`src/rtl/alu_issue_decoder.sv`:
```
// RV32I decode/issue stage: decodes instruction words into ALU control,
// immediate, branch type and register fields, and buffers the results in a
// two-entry skid stage (main entry M drives out_*, skid entry S) toward execute.
module alu_issue_decoder #(
   parameter int CNT_W = 32
) (
   input  logic             clk,
   input  logic             rst,
   input  logic             flush,
   input  logic             in_valid,
   output logic             in_ready,
   input  logic [31:0]      in_instr,
   input  logic [31:0]      in_pc,
   output logic             out_valid,
   input  logic             out_ready,
   output logic [3:0]       out_alu_op,
   output logic             out_use_imm,
   output logic [31:0]      out_imm,
   output logic [2:0]       out_br_type,
   output logic [4:0]       out_rd,
   output logic [4:0]       out_rs1,
   output logic [4:0]       out_rs2,
   output logic             out_reg_write,
   output logic             out_illegal,
   output logic [31:0]      out_pc,
   output logic [CNT_W-1:0] issue_count
);

   localparam logic [3:0] ALU_AND  = 4'b0000;
   localparam logic [3:0] ALU_OR   = 4'b0001;
   localparam logic [3:0] ALU_ADD  = 4'b0010;
   localparam logic [3:0] ALU_XOR  = 4'b0011;
   localparam logic [3:0] ALU_SLL  = 4'b0100;
   localparam logic [3:0] ALU_SRL  = 4'b0101;
   localparam logic [3:0] ALU_SUB  = 4'b0110;
   localparam logic [3:0] ALU_SLTU = 4'b0111;
   localparam logic [3:0] ALU_SLT  = 4'b1000;
   localparam logic [3:0] ALU_SRA  = 4'b1001;

   localparam logic [6:0] OPC_R      = 7'b0110011;
   localparam logic [6:0] OPC_I      = 7'b0010011;
   localparam logic [6:0] OPC_LOAD   = 7'b0000011;
   localparam logic [6:0] OPC_STORE  = 7'b0100011;
   localparam logic [6:0] OPC_BRANCH = 7'b1100011;

   localparam logic [6:0] F7_ZERO = 7'b0000000;
   localparam logic [6:0] F7_ALT  = 7'b0100000;

   localparam logic [2:0] BR_NONE = 3'b000;
   localparam logic [2:0] BR_EQ   = 3'b001;
   localparam logic [2:0] BR_NE   = 3'b010;
   localparam logic [2:0] BR_LT   = 3'b011;
   localparam logic [2:0] BR_GE   = 3'b100;

   typedef struct packed {
      logic [3:0]  alu_op;
      logic        use_imm;
      logic [31:0] imm;
      logic [2:0]  br_type;
      logic [4:0]  rd;
      logic [4:0]  rs1;
      logic [4:0]  rs2;
      logic        reg_write;
      logic        illegal;
      logic [31:0] pc;
   } entry_t;

   entry_t           dec;
   entry_t           m_ent;
   entry_t           s_ent;
   logic             m_valid;
   logic             s_valid;
   logic             s_valid_nxt;
   logic             rdy_q;
   logic             acc;
   logic             hs;
   logic             legal;
   logic [6:0]       opc;
   logic [2:0]       f3;
   logic [6:0]       f7;
   logic [CNT_W-1:0] cnt;

   assign opc = in_instr[6:0];
   assign f3  = in_instr[14:12];
   assign f7  = in_instr[31:25];

   // Combinational decode of the incoming word; illegal words get a harmless add.
   always_comb begin
      dec       = '0;
      legal     = 1'b0;
      dec.rd    = in_instr[11:7];
      dec.rs1   = in_instr[19:15];
      dec.rs2   = in_instr[24:20];
      dec.pc    = in_pc;
      dec.alu_op = ALU_ADD;
      case (opc)
         OPC_R: begin
            dec.reg_write = 1'b1;
            legal = (f7 == F7_ZERO) || ((f7 == F7_ALT) && ((f3 == 3'b000) || (f3 == 3'b101)));
            case (f3)
               3'b000:  dec.alu_op = (f7 == F7_ALT) ? ALU_SUB : ALU_ADD;
               3'b001:  dec.alu_op = ALU_SLL;
               3'b010:  dec.alu_op = ALU_SLT;
               3'b011:  dec.alu_op = ALU_SLTU;
               3'b100:  dec.alu_op = ALU_XOR;
               3'b101:  dec.alu_op = (f7 == F7_ALT) ? ALU_SRA : ALU_SRL;
               3'b110:  dec.alu_op = ALU_OR;
               default: dec.alu_op = ALU_AND;
            endcase
         end
         OPC_I: begin
            dec.reg_write = 1'b1;
            dec.use_imm   = 1'b1;
            dec.imm       = {{20{in_instr[31]}}, in_instr[31:20]};
            legal         = 1'b1;
            case (f3)
               3'b000:  dec.alu_op = ALU_ADD;
               3'b001: begin
                  dec.alu_op = ALU_SLL;
                  dec.imm    = {27'd0, in_instr[24:20]};
                  legal      = (f7 == F7_ZERO);
               end
               3'b010:  dec.alu_op = ALU_SLT;
               3'b011:  dec.alu_op = ALU_SLTU;
               3'b100:  dec.alu_op = ALU_XOR;
               3'b101: begin
                  dec.alu_op = (f7 == F7_ALT) ? ALU_SRA : ALU_SRL;
                  dec.imm    = {27'd0, in_instr[24:20]};
                  legal      = (f7 == F7_ZERO) || (f7 == F7_ALT);
               end
               3'b110:  dec.alu_op = ALU_OR;
               default: dec.alu_op = ALU_AND;
            endcase
         end
         OPC_LOAD: begin
            legal         = (f3 == 3'b010);
            dec.use_imm   = 1'b1;
            dec.reg_write = 1'b1;
            dec.imm       = {{20{in_instr[31]}}, in_instr[31:20]};
         end
         OPC_STORE: begin
            legal       = (f3 == 3'b010);
            dec.use_imm = 1'b1;
            dec.imm     = {{20{in_instr[31]}}, in_instr[31:25], in_instr[11:7]};
         end
         OPC_BRANCH: begin
            legal   = 1'b1;
            dec.imm = {{19{in_instr[31]}}, in_instr[31], in_instr[7],
                       in_instr[30:25], in_instr[11:8], 1'b0};
            case (f3)
               3'b000:  begin dec.alu_op = ALU_SUB;  dec.br_type = BR_EQ; end
               3'b001:  begin dec.alu_op = ALU_SUB;  dec.br_type = BR_NE; end
               3'b100:  begin dec.alu_op = ALU_SLT;  dec.br_type = BR_LT; end
               3'b101:  begin dec.alu_op = ALU_SLT;  dec.br_type = BR_GE; end
               3'b110:  begin dec.alu_op = ALU_SLTU; dec.br_type = BR_LT; end
               3'b111:  begin dec.alu_op = ALU_SLTU; dec.br_type = BR_GE; end
               default: legal = 1'b0;
            endcase
         end
         default: legal = 1'b0;
      endcase
      if (!legal) begin
         dec.alu_op    = ALU_ADD;
         dec.use_imm   = 1'b0;
         dec.imm       = '0;
         dec.br_type   = BR_NONE;
         dec.reg_write = 1'b0;
      end
      dec.illegal = !legal;
   end

   assign in_ready = rdy_q & ~rst;
   assign acc      = in_valid & in_ready;
   assign hs       = m_valid & out_ready;

   // Skid occupancy after this cycle; in_ready next cycle is its inverse.
   always_comb begin
      s_valid_nxt = s_valid;
      if (hs && s_valid)
         s_valid_nxt = 1'b0;
      else if (acc && m_valid && !hs)
         s_valid_nxt = 1'b1;
   end

   // Two-entry buffer, ready flag and issue counter; rst beats flush.
   always_ff @(posedge clk) begin
      if (rst) begin
         m_ent   <= '0;
         s_ent   <= '0;
         m_valid <= 1'b0;
         s_valid <= 1'b0;
         rdy_q   <= 1'b1;
         cnt     <= '0;
      end else if (flush) begin
         m_valid <= 1'b0;
         s_valid <= 1'b0;
         rdy_q   <= 1'b1;
      end else begin
         if (hs)
            cnt <= cnt + CNT_W'(1);
         if (hs && s_valid) begin
            m_ent <= s_ent;
         end else if (acc && (!m_valid || hs)) begin
            m_ent   <= dec;
            m_valid <= 1'b1;
         end else if (acc) begin
            s_ent <= dec;
         end else if (hs) begin
            m_valid <= 1'b0;
         end
         s_valid <= s_valid_nxt;
         rdy_q   <= !s_valid_nxt;
      end
   end

   assign out_valid     = m_valid;
   assign out_alu_op    = m_ent.alu_op;
   assign out_use_imm   = m_ent.use_imm;
   assign out_imm       = m_ent.imm;
   assign out_br_type   = m_ent.br_type;
   assign out_rd        = m_ent.rd;
   assign out_rs1       = m_ent.rs1;
   assign out_rs2       = m_ent.rs2;
   assign out_reg_write = m_ent.reg_write;
   assign out_illegal   = m_ent.illegal;
   assign out_pc        = m_ent.pc;
   assign issue_count   = cnt;

endmodule

```
`config.mk`:
```
export PLATFORM = sky130hd
export DESIGN_NAME = alu_issue_decoder
export DESIGN_NICKNAME = d
export VERILOG_FILES = /design/src/rtl/alu_issue_decoder.sv
export SDC_FILE = /design/constraint.sdc
export NUM_CORES = 1
export LEC_CHECK = 0
export ABC_AREA = 1
export BUFFER_PORTS_ARGS = -buffer_cell sky130_fd_sc_hd__buf_2
export CAP_MARGIN = 20
export CORE_MARGIN = 1
export CORE_UTILIZATION = 50
export CTS_BUF_LIST = sky130_fd_sc_hd__clkbuf_8
export CTS_CLUSTER_SIZE = 30
export DETAILED_ROUTE_END_ITERATION = 10
export PLACE_DENSITY = 0.8
export SKIP_CTS_REPAIR_TIMING = 1
export SLEW_MARGIN = 20
export SYNTH_ARGS = -nofsm -noshare
export SYNTH_HDL_FRONTEND = slang
export SYNTH_SLANG_ARGS = --single-unit
export TNS_END_PERCENT = 100
```
`constraint.sdc`:
```
create_clock -name clk -period 1.6 [get_ports clk]
set_clock_uncertainty 0.2 [all_clocks]
set_input_delay 0.24 -clock clk [delete_from_list [all_inputs] [get_ports clk]]
set_output_delay 0.24 -clock clk [all_outputs]
set_load 0.02 [all_outputs]
```
==> metrics.md, run 1 <==
| Metric | Value |
|---|---|
| Complex-gate fraction of the synthesized area | `19.9%` |
| Placer Congestion | `0.952` |
| Synth Net Count | `1,225` |
| PortBufs | `191` |
| Io pins | `192` |
| Share of layout cells above drive strength 1 | `44.2%` |
| Post-Route Setup TNS | `-29.21 ns` |
| Syn Inst Count | `1,155` |
| Syn Area/Cell | `7.09 um2` |
| Maximum VDD drop | `0.000578 V` |
| Post-Synth Adder-Cell Area | `0.153%` |
| Drc violations | `0` |
| Critical Path Max Stage Delay | `0.39 ns` |
| Clock Latency Late Sink | `0.49 ns` |
| GRT busiest layer | `met2` |
| Power Total | `0.00907 W` |
| Maximum capacitance violations | `0` |
| Met2 Use GR | `45.3%` |
| DR pass1 iterations | `7` |
| Starting DRT DRC Count | `1,503` |
| Drt wl/cell | `21.6 um` |
| Largest net degree at the start of global routing | `81` |
| Crit. End Element | `flip-flop` |
| Worst path bufs/invs | `1` |
| Max_slew headroom | `67.7%` |
| Core box area | `15,900 um2` |
| Chip width | `130 um` |
| WP data arrival | `2.13 ns` |
| FF+latch count, synth | `175` |
| Final Cycle Share | `123%` |
| Max Clock Freq | `0.507 GHz` |
| CTS buffer count | `17` |
| Clk buf depth | `2` |
| Outcome | `complete, but fails checks` |
| Met3 Use GR | `5.33%` |
| Clk sink count | `175` |
| Final ANT Viol Nets | `0` |
| Reg2reg start | `issue_count[8]` |
| CP required | `1.76 ns` |
| Critical path class | `flip-flop to flip-flop` |
| Post-route insts no fill | `1,730` |
| First-pass GRT wire length | `36.3 mm` |
| Mux cell area share after synthesis | `0%` |
| Synthesized-area fraction occupied by and/or/nand/nor cells | `26.3%` |
| Failing checks | `negative setup slack` |
| CP Launch Type | `flip-flop` |
| Hold Crit Class | `primary input to flip-flop` |
| Slew Viols, Final | `0` |
| Die Area | `16,900 um2` |
| Final core area utilization | `81.8%` |
| Initial antenna violation count | `0` |
| Final setup fails | `184` |
| Leakage power | `5.80 nW` |
| Clk slew on worst S/H paths | `0.10 ns` |
| Worst path most repeated cell | `nand2_1` |
| Unrepaired setup endpoints after global routing | `yes` |
| Crit-path max FO | `4` |
| Initial core utilization | `51.3%` |
| Tightest Pin Transition | `0.484 ns` |
| Xor/xnor share of the synthesized area | `1.61%` |
| Slowest CP cell | `dfxtp_4` |
| H-tree depth | `4` |
| Cell class contributing the biggest share of worst-path delay | `simple AND/OR/NAND/NOR gates` |
| Hold Path Origin | `in_valid` |
| Hold slack | `0.00359 ns` |
| Synth warn | `0` |
| Pwr Density | `696 nW/um2` |
| Row cnt | `46` |
| Worst-path cell chain | `nand2_2, nor3_4, buf_4, nand3_1, nor2_2, nand2_1, nand2_1, nand2_1, nand2_1, a21oi_1` |
| Yosys cell types | `35` |
| Worst setup margin | `-0.374 ns` |
| Total GRT Usage | `27.2%` |
| Chip Height | `130 um` |
| Total grt overflow | `0` |
| Largest family of logic cells by synthesized area | `simple AND/OR/NAND/NOR gates` |
| Syn Std Cell Area | `8190 um2` |
| Seq/Total Area, Yosys | `42.8%` |
| Via density | `6.39` |
| Root Driver | `clkbuf_8` |
| Synth-to-layout area growth | `59.3%` |
| Final WL | `37.4 mm` |
| Vias in the first global route | `7,850` |
| Placed Cells incl. Taps | `1,588` |
| Routing usage on met1 | `32.8%` |
| HPWL after DPL | `16.2 mm` |
| Final hold vios | `0` |
| CTS tree | `done` |
| Crit path from | `issue_count[8]` |
| Fin crit period | `1.97 ns` |
| Vias after detailed routing | `11.1k` |
| Final #Nets | `1,570` |
-- tightest hold or removal path, cell delays in order --
cell	delay, ns
buf_2	0.14
nand2_2	0.08
buf_4	0.11
a21boi_0	0.08
-- stage by stage --
step                setup slack, ns  area, um2
floorplan                   -0.0873       8330
global placement             -0.148      10000
detailed placement           -0.201      10000
CTS                          -0.237      10400
global route                 -0.400      13000
finish                       -0.374      13000
-- sequential cells by signal (all words and copies together), names as in the netlist --
signal and flops:
s_ent 70, issue_count 32, out_pc 32, out_imm 13, out_rd 5, out_rs1 5
out_rs2 5, out_alu_op 4, out_br_type 3, out_illegal 1, out_reg_write 1, out_use_imm 1
out_valid 1, rdy_q 1, s_valid 1
-- per-layer routing --
metal | vias up | share of wire [%]
li1 | 4515 | -
met1 | 5086 | 34
met2 | 1088 | 46
met3 | 367 | 12
met4 | 0 | 9.0
met5 | - | 0
-- final timing paths --
path,slack [ns],cells past startpoint,end
max,-0.37,10,issue_count[27]
min,0.004,4,out_valid
max reg2reg,-0.37,10,issue_count[27]
min reg2reg,0.29,2,s_ent[51]
-- Yosys cell counts --
master	count	area share, %
dfxtp_1	175	43
buf_2	15	0.92
buf_8	2	0.37
nand3b_1	4	0.37
nand4_1	10	0.76
o22ai_1	2	0.15
nor2_1	151	6.9
nand3_1	40	2.4
clkinv_2	1	0.061
nand2_1	249	11
buf_4	30	2.8
nand2_2	7	0.53
o21a_1	2	0.18
nand2_4	1	0.14
a21oi_2	3	0.32
nand3_2	11	1.3
inv_2	12	0.55
nor3_2	2	0.24
nor2_4	6	0.83
ha_1	1	0.15
o2111ai_1	1	0.11
a31oi_1	54	4.1
a21oi_1	93	5.7
o21ai_0	56	3.4
a21boi_0	2	0.18
xor2_1	11	1.2
o21ai_1	92	5.6
clkbuf_1	39	1.8
buf_6	1	0.14
nor2_2	5	0.38
nor3_1	15	0.92
o221a_2	1	0.14
buf_1	1	0.046
xnor2_1	4	0.43
inv_1	56	2.6
-- power by group --
group          switching (W)  internal [W]  leakage, nW
logic               0.000744      0.000547         4.16
registers          0.0000903       0.00444         1.43
clock network        0.00178       0.00147        0.206
-- kinds of logic after synthesis --
family                   Yosys count
buffers and inverters            157
AO/OA/AOI/OAI                    306
flip-flops                       175
adder cells (fa/ha/maj)            1
AND/OR/NAND/NOR                  501
XOR/XNOR                          15
-- cells in the final DEF, fill, tap and decap left out, drive strengths merged, types with 4 or more instances in the layout --
master,n
a21oi,96
a31oi,54
buf,343
clkbuf,38
clkinv,8
dfxtp,175
dlygate4sd3,49
inv,73
nand2,257
nand3,51
nand3b,4
nand4,10
nor2,162
nor3,17
o21ai,148
xnor2,4
xor2,11
-- area by class of cell --
cell class	count	area, um2
Antenna cell	1	2.50
Tap cell	216	270
Clock inverter	13	138
Multi-Input combinational cell	823	4980
Timing Repair Buffer	411	3490
Sequential cell	175	3560
Fill cell	775	2910
Clock buffer	19	262
Timing Repair inverter	3	38.8
Inverter	69	295
Note: power is estimated with default switching activity, not from simulation.
==> run 2, diff against run 1 <==
CORE_UTILIZATION = 60   (was 50)
PLACE_DENSITY = 0.88   (was 0.8)
clock period = 2.3 ns   (was 1.6 ns; I/O delays follow)
==> metrics.md, run 2 (same netlist as run 1, synthesis figures left out) <==
| Metric | Value |
|---|---|
| Outcome | `complete, but fails checks` |
| Failing checks | `negative hold slack` |
| Crit-path max FO | `6 (+2)` |
| Reg2reg path depth | `9 (-1)` |
| # diodes | `0 (-1)` |
| Pwr Density | `606 nW/um2 (-13%)` |
| Die Area | `14,100 um2 (-16%)` |
| Critical path class | `flip-flop to flip-flop` |
| HPWL after DPL | `14.4 mm (-11%)` |
| RR Endpoint | `issue_count[28]` |
| CTS tree | `done` |
| Starting DRT DRC Count | `917 (-39%)` |
| CP required | `2.49 ns (+0.73 ns)` |
| Chip Height | `119 um (-8.6%)` |
| Final core area utilization | `75.0% (-6.8 points)` |
| Fillers | `1,028 (+33%)` |
| Leakage power | `4.30 nW (-26%)` |
| Chip width | `119 um (-8.6%)` |
| PortBufs | `191 (unchanged)` |
| H-tree depth | `4 (unchanged)` |
| Most flops, register | `s_ent` |
| Drt wl/cell | `14.9 um (-31%)` |
| First-pass GRT wire length | `34.9 mm (-3.8%)` |
| Clk buf depth | `2 (unchanged)` |
| Max_slew headroom | `64.2% (-3.5 points)` |
| Final WL | `22.8 mm (-39%)` |
| Register area | `3500 um2 (-1.6%)` |
| Final non-filler cell area | `9970 um2 (-23%)` |
| Largest net degree at the start of global routing | `122 (+51%)` |
| P_sw | `0.00158 W (-39%)` |
| Post-Route Setup TNS | `0 ns (+29.21 ns)` |
| Final hold vios | `2 (+2)` |
| Share of layout cells above drive strength 1 | `21.4% (-23 points)` |
| Initial antenna violation count | `0 (unchanged)` |
| Initial core utilization | `61.6% (+10 points)` |
| WP data arrival | `2.22 ns (+0.09 ns)` |
| Hold Crit Class | `primary input to flip-flop` |
| Drc violations | `0 (unchanged)` |
| Placed Cells incl. Taps | `1,451 (-8.6%)` |
| Commonest non-fill, non-tap cell in the layout | `nand2_1` |
| Reg2reg start | `issue_count[0]` |
| Final #Nets | `1,410 (-10%)` |
| Placed Area | `9090 um2 (-9.4%)` |
| Row cnt | `42 (-8.7%)` |
| Hold Path Origin | `in_instr[22]` |
| Io pins | `192 (unchanged)` |
| Final Cycle Share | `88.1% (-35 points)` |
| Root Driver | `clkbuf_8` |
| Final ANT Viol Nets | `0 (unchanged)` |
| Internal power | `0.00446 W (-31%)` |
| DR pass1 iterations | `5 (-2)` |
| Max Clock Freq | `0.493 GHz (-2.6%)` |
| Synth-to-layout area growth | `21.8%` |
| Maximum capacitance violations | `0 (unchanged)` |
| Multi-input combinational cell area | `3930 um2 (-21%)` |
| Slew Viols, Final | `0 (unchanged)` |
| Clock Latency Late Sink | `0.46 ns (-0.03 ns)` |
| Hold slack | `-0.00817 ns (-0.0118 ns)` |
| Via density | `5.60 (-12%)` |
| Maximum VDD drop | `0.000412 V (-29%)` |
| Clk sink count | `175 (unchanged)` |
| Vias in the first global route | `7,311 (-6.9%)` |
| Placer Congestion | `0.940 (-1.2%)` |
| Total GRT Usage | `30.9% (+3.7 points)` |
| Vias after detailed routing | `8,565 (-23%)` |
| Fin crit period | `2.03 ns (+0.0528 ns)` |
| Post-route insts no fill | `1,529 (-12%)` |
| Max FFs per register | `70 (unchanged)` |
| Combinational fraction of design power | `10.4% (-3.8 points)` |
| CTS buffer count | `17 (unchanged)` |
| Switching Fraction | `26.2% (-2.6 points)` |
| Tightest Pin Transition | `0.537 ns (+0.0528 ns)` |
| R2R setup slack | `0.27 ns (+0.65 ns)` |
| Crit. End Element | `flip-flop` |
| Hold path depth | `3 (-1)` |
| Final setup fails | `0 (-100%)` |
| Share of power burned in registers | `52.0% (+2.1 points)` |
| Commonest cells after routing, fill and taps aside | `nand2_1, buf_2, dfxtp_1` |
| CP Launch Type | `flip-flop` |
| Clock power share | `37.7% (+1.9 points)` |
| Clk slew on worst S/H paths | `0.09 ns (about the same)` |
| Unrepaired setup endpoints after global routing | `no` |
| WHS Endpoint | `out_rs2[2]` |
| Core box area | `13,300 um2 (-17%)` |
| Total grt overflow | `0 (unchanged)` |
-- run 2: cell types whose count changed in the layout (fill, tap and decap cells not counted), moves of 29 or more --
cell,delta
nor2_1,+62
nor2_4,-43
buf_4,-99
o21ai_0,+31
o21ai_2,-59
o21ai_1,+30
a21oi_1,+29
-- run 2: metal layers --
metal / vias up / part of all wire, % / GRT usage (%) / wire, um
met5: - / 0 / 0 / 0
met4: 0 / 4.5 / 18.9 / 1020
met3: 78 / 5.6 / 5.12 / 1280
met2: 368 / 48 / 48.8 / 10900
met1: 3930 / 42 / 39.5 / 9660
li1: 4189 / - / - / -
-- run 2: power groups by stage --
stage	Clock (W)	Combinational, W	Sequential (W)
floorplan	0	0.000282	0.00328
CTS	0.00230	0.000552	0.00314
finish	0.00227	0.000626	0.00314
global route	0.00242	0.000677	0.00315
global placement	0	0.000541	0.00321
detailed placement	0	0.000551	0.00321
-- run 2: metrics by stage --
step,hold WS (ns),worst slack (ns),power [W]
2_1_floorplan,0.246,0.390,0.00356
3_3_place_gp,0.256,0.268,0.00375
3_5_place_dp,0.263,0.196,0.00376
4_1_cts,-0.0908,0.317,0.00599
5_1_grt,0.00324,0.0618,0.00624
6_report,-0.00817,0.273,0.00604
-- run 2: area by class of cell --
type / instances / area share (%)
timing repair buffer: 254 / 16.4
sequential: 175 / 35.1
tap: 176 / 2.21
clock buffer: 18 / 2.48
multi-input combinational: 823 / 39.4
clock inverter: 14 / 1.79
inverter: 69 / 2.62
-- run 2: worst max-delay path, stage by stage (launching register included) --
cell	delay (ns)
dfxtp_1	0.46
ha_1	0.26
inv_1	0.07
nor3_1	0.37
inv_1	0.08
nor2_1	0.16
nand3b_1	0.11
nand2_1	0.09
nand2_1	0.05
a21oi_1	0.12
-- run 2: how the worst max path moves through the flow --
stage                       to           start  cells past startpoint
2_1_floorplan       out_pc[17]             rst                      9
3_3_place_gp        out_imm[0]     in_instr[3]                     11
3_5_place_dp        out_imm[2]     in_instr[3]                     11
4_1_cts        issue_count[28]  issue_count[0]                      9
5_1_grt        issue_count[28]  issue_count[0]                      9
6_report       issue_count[28]  issue_count[0]                      9
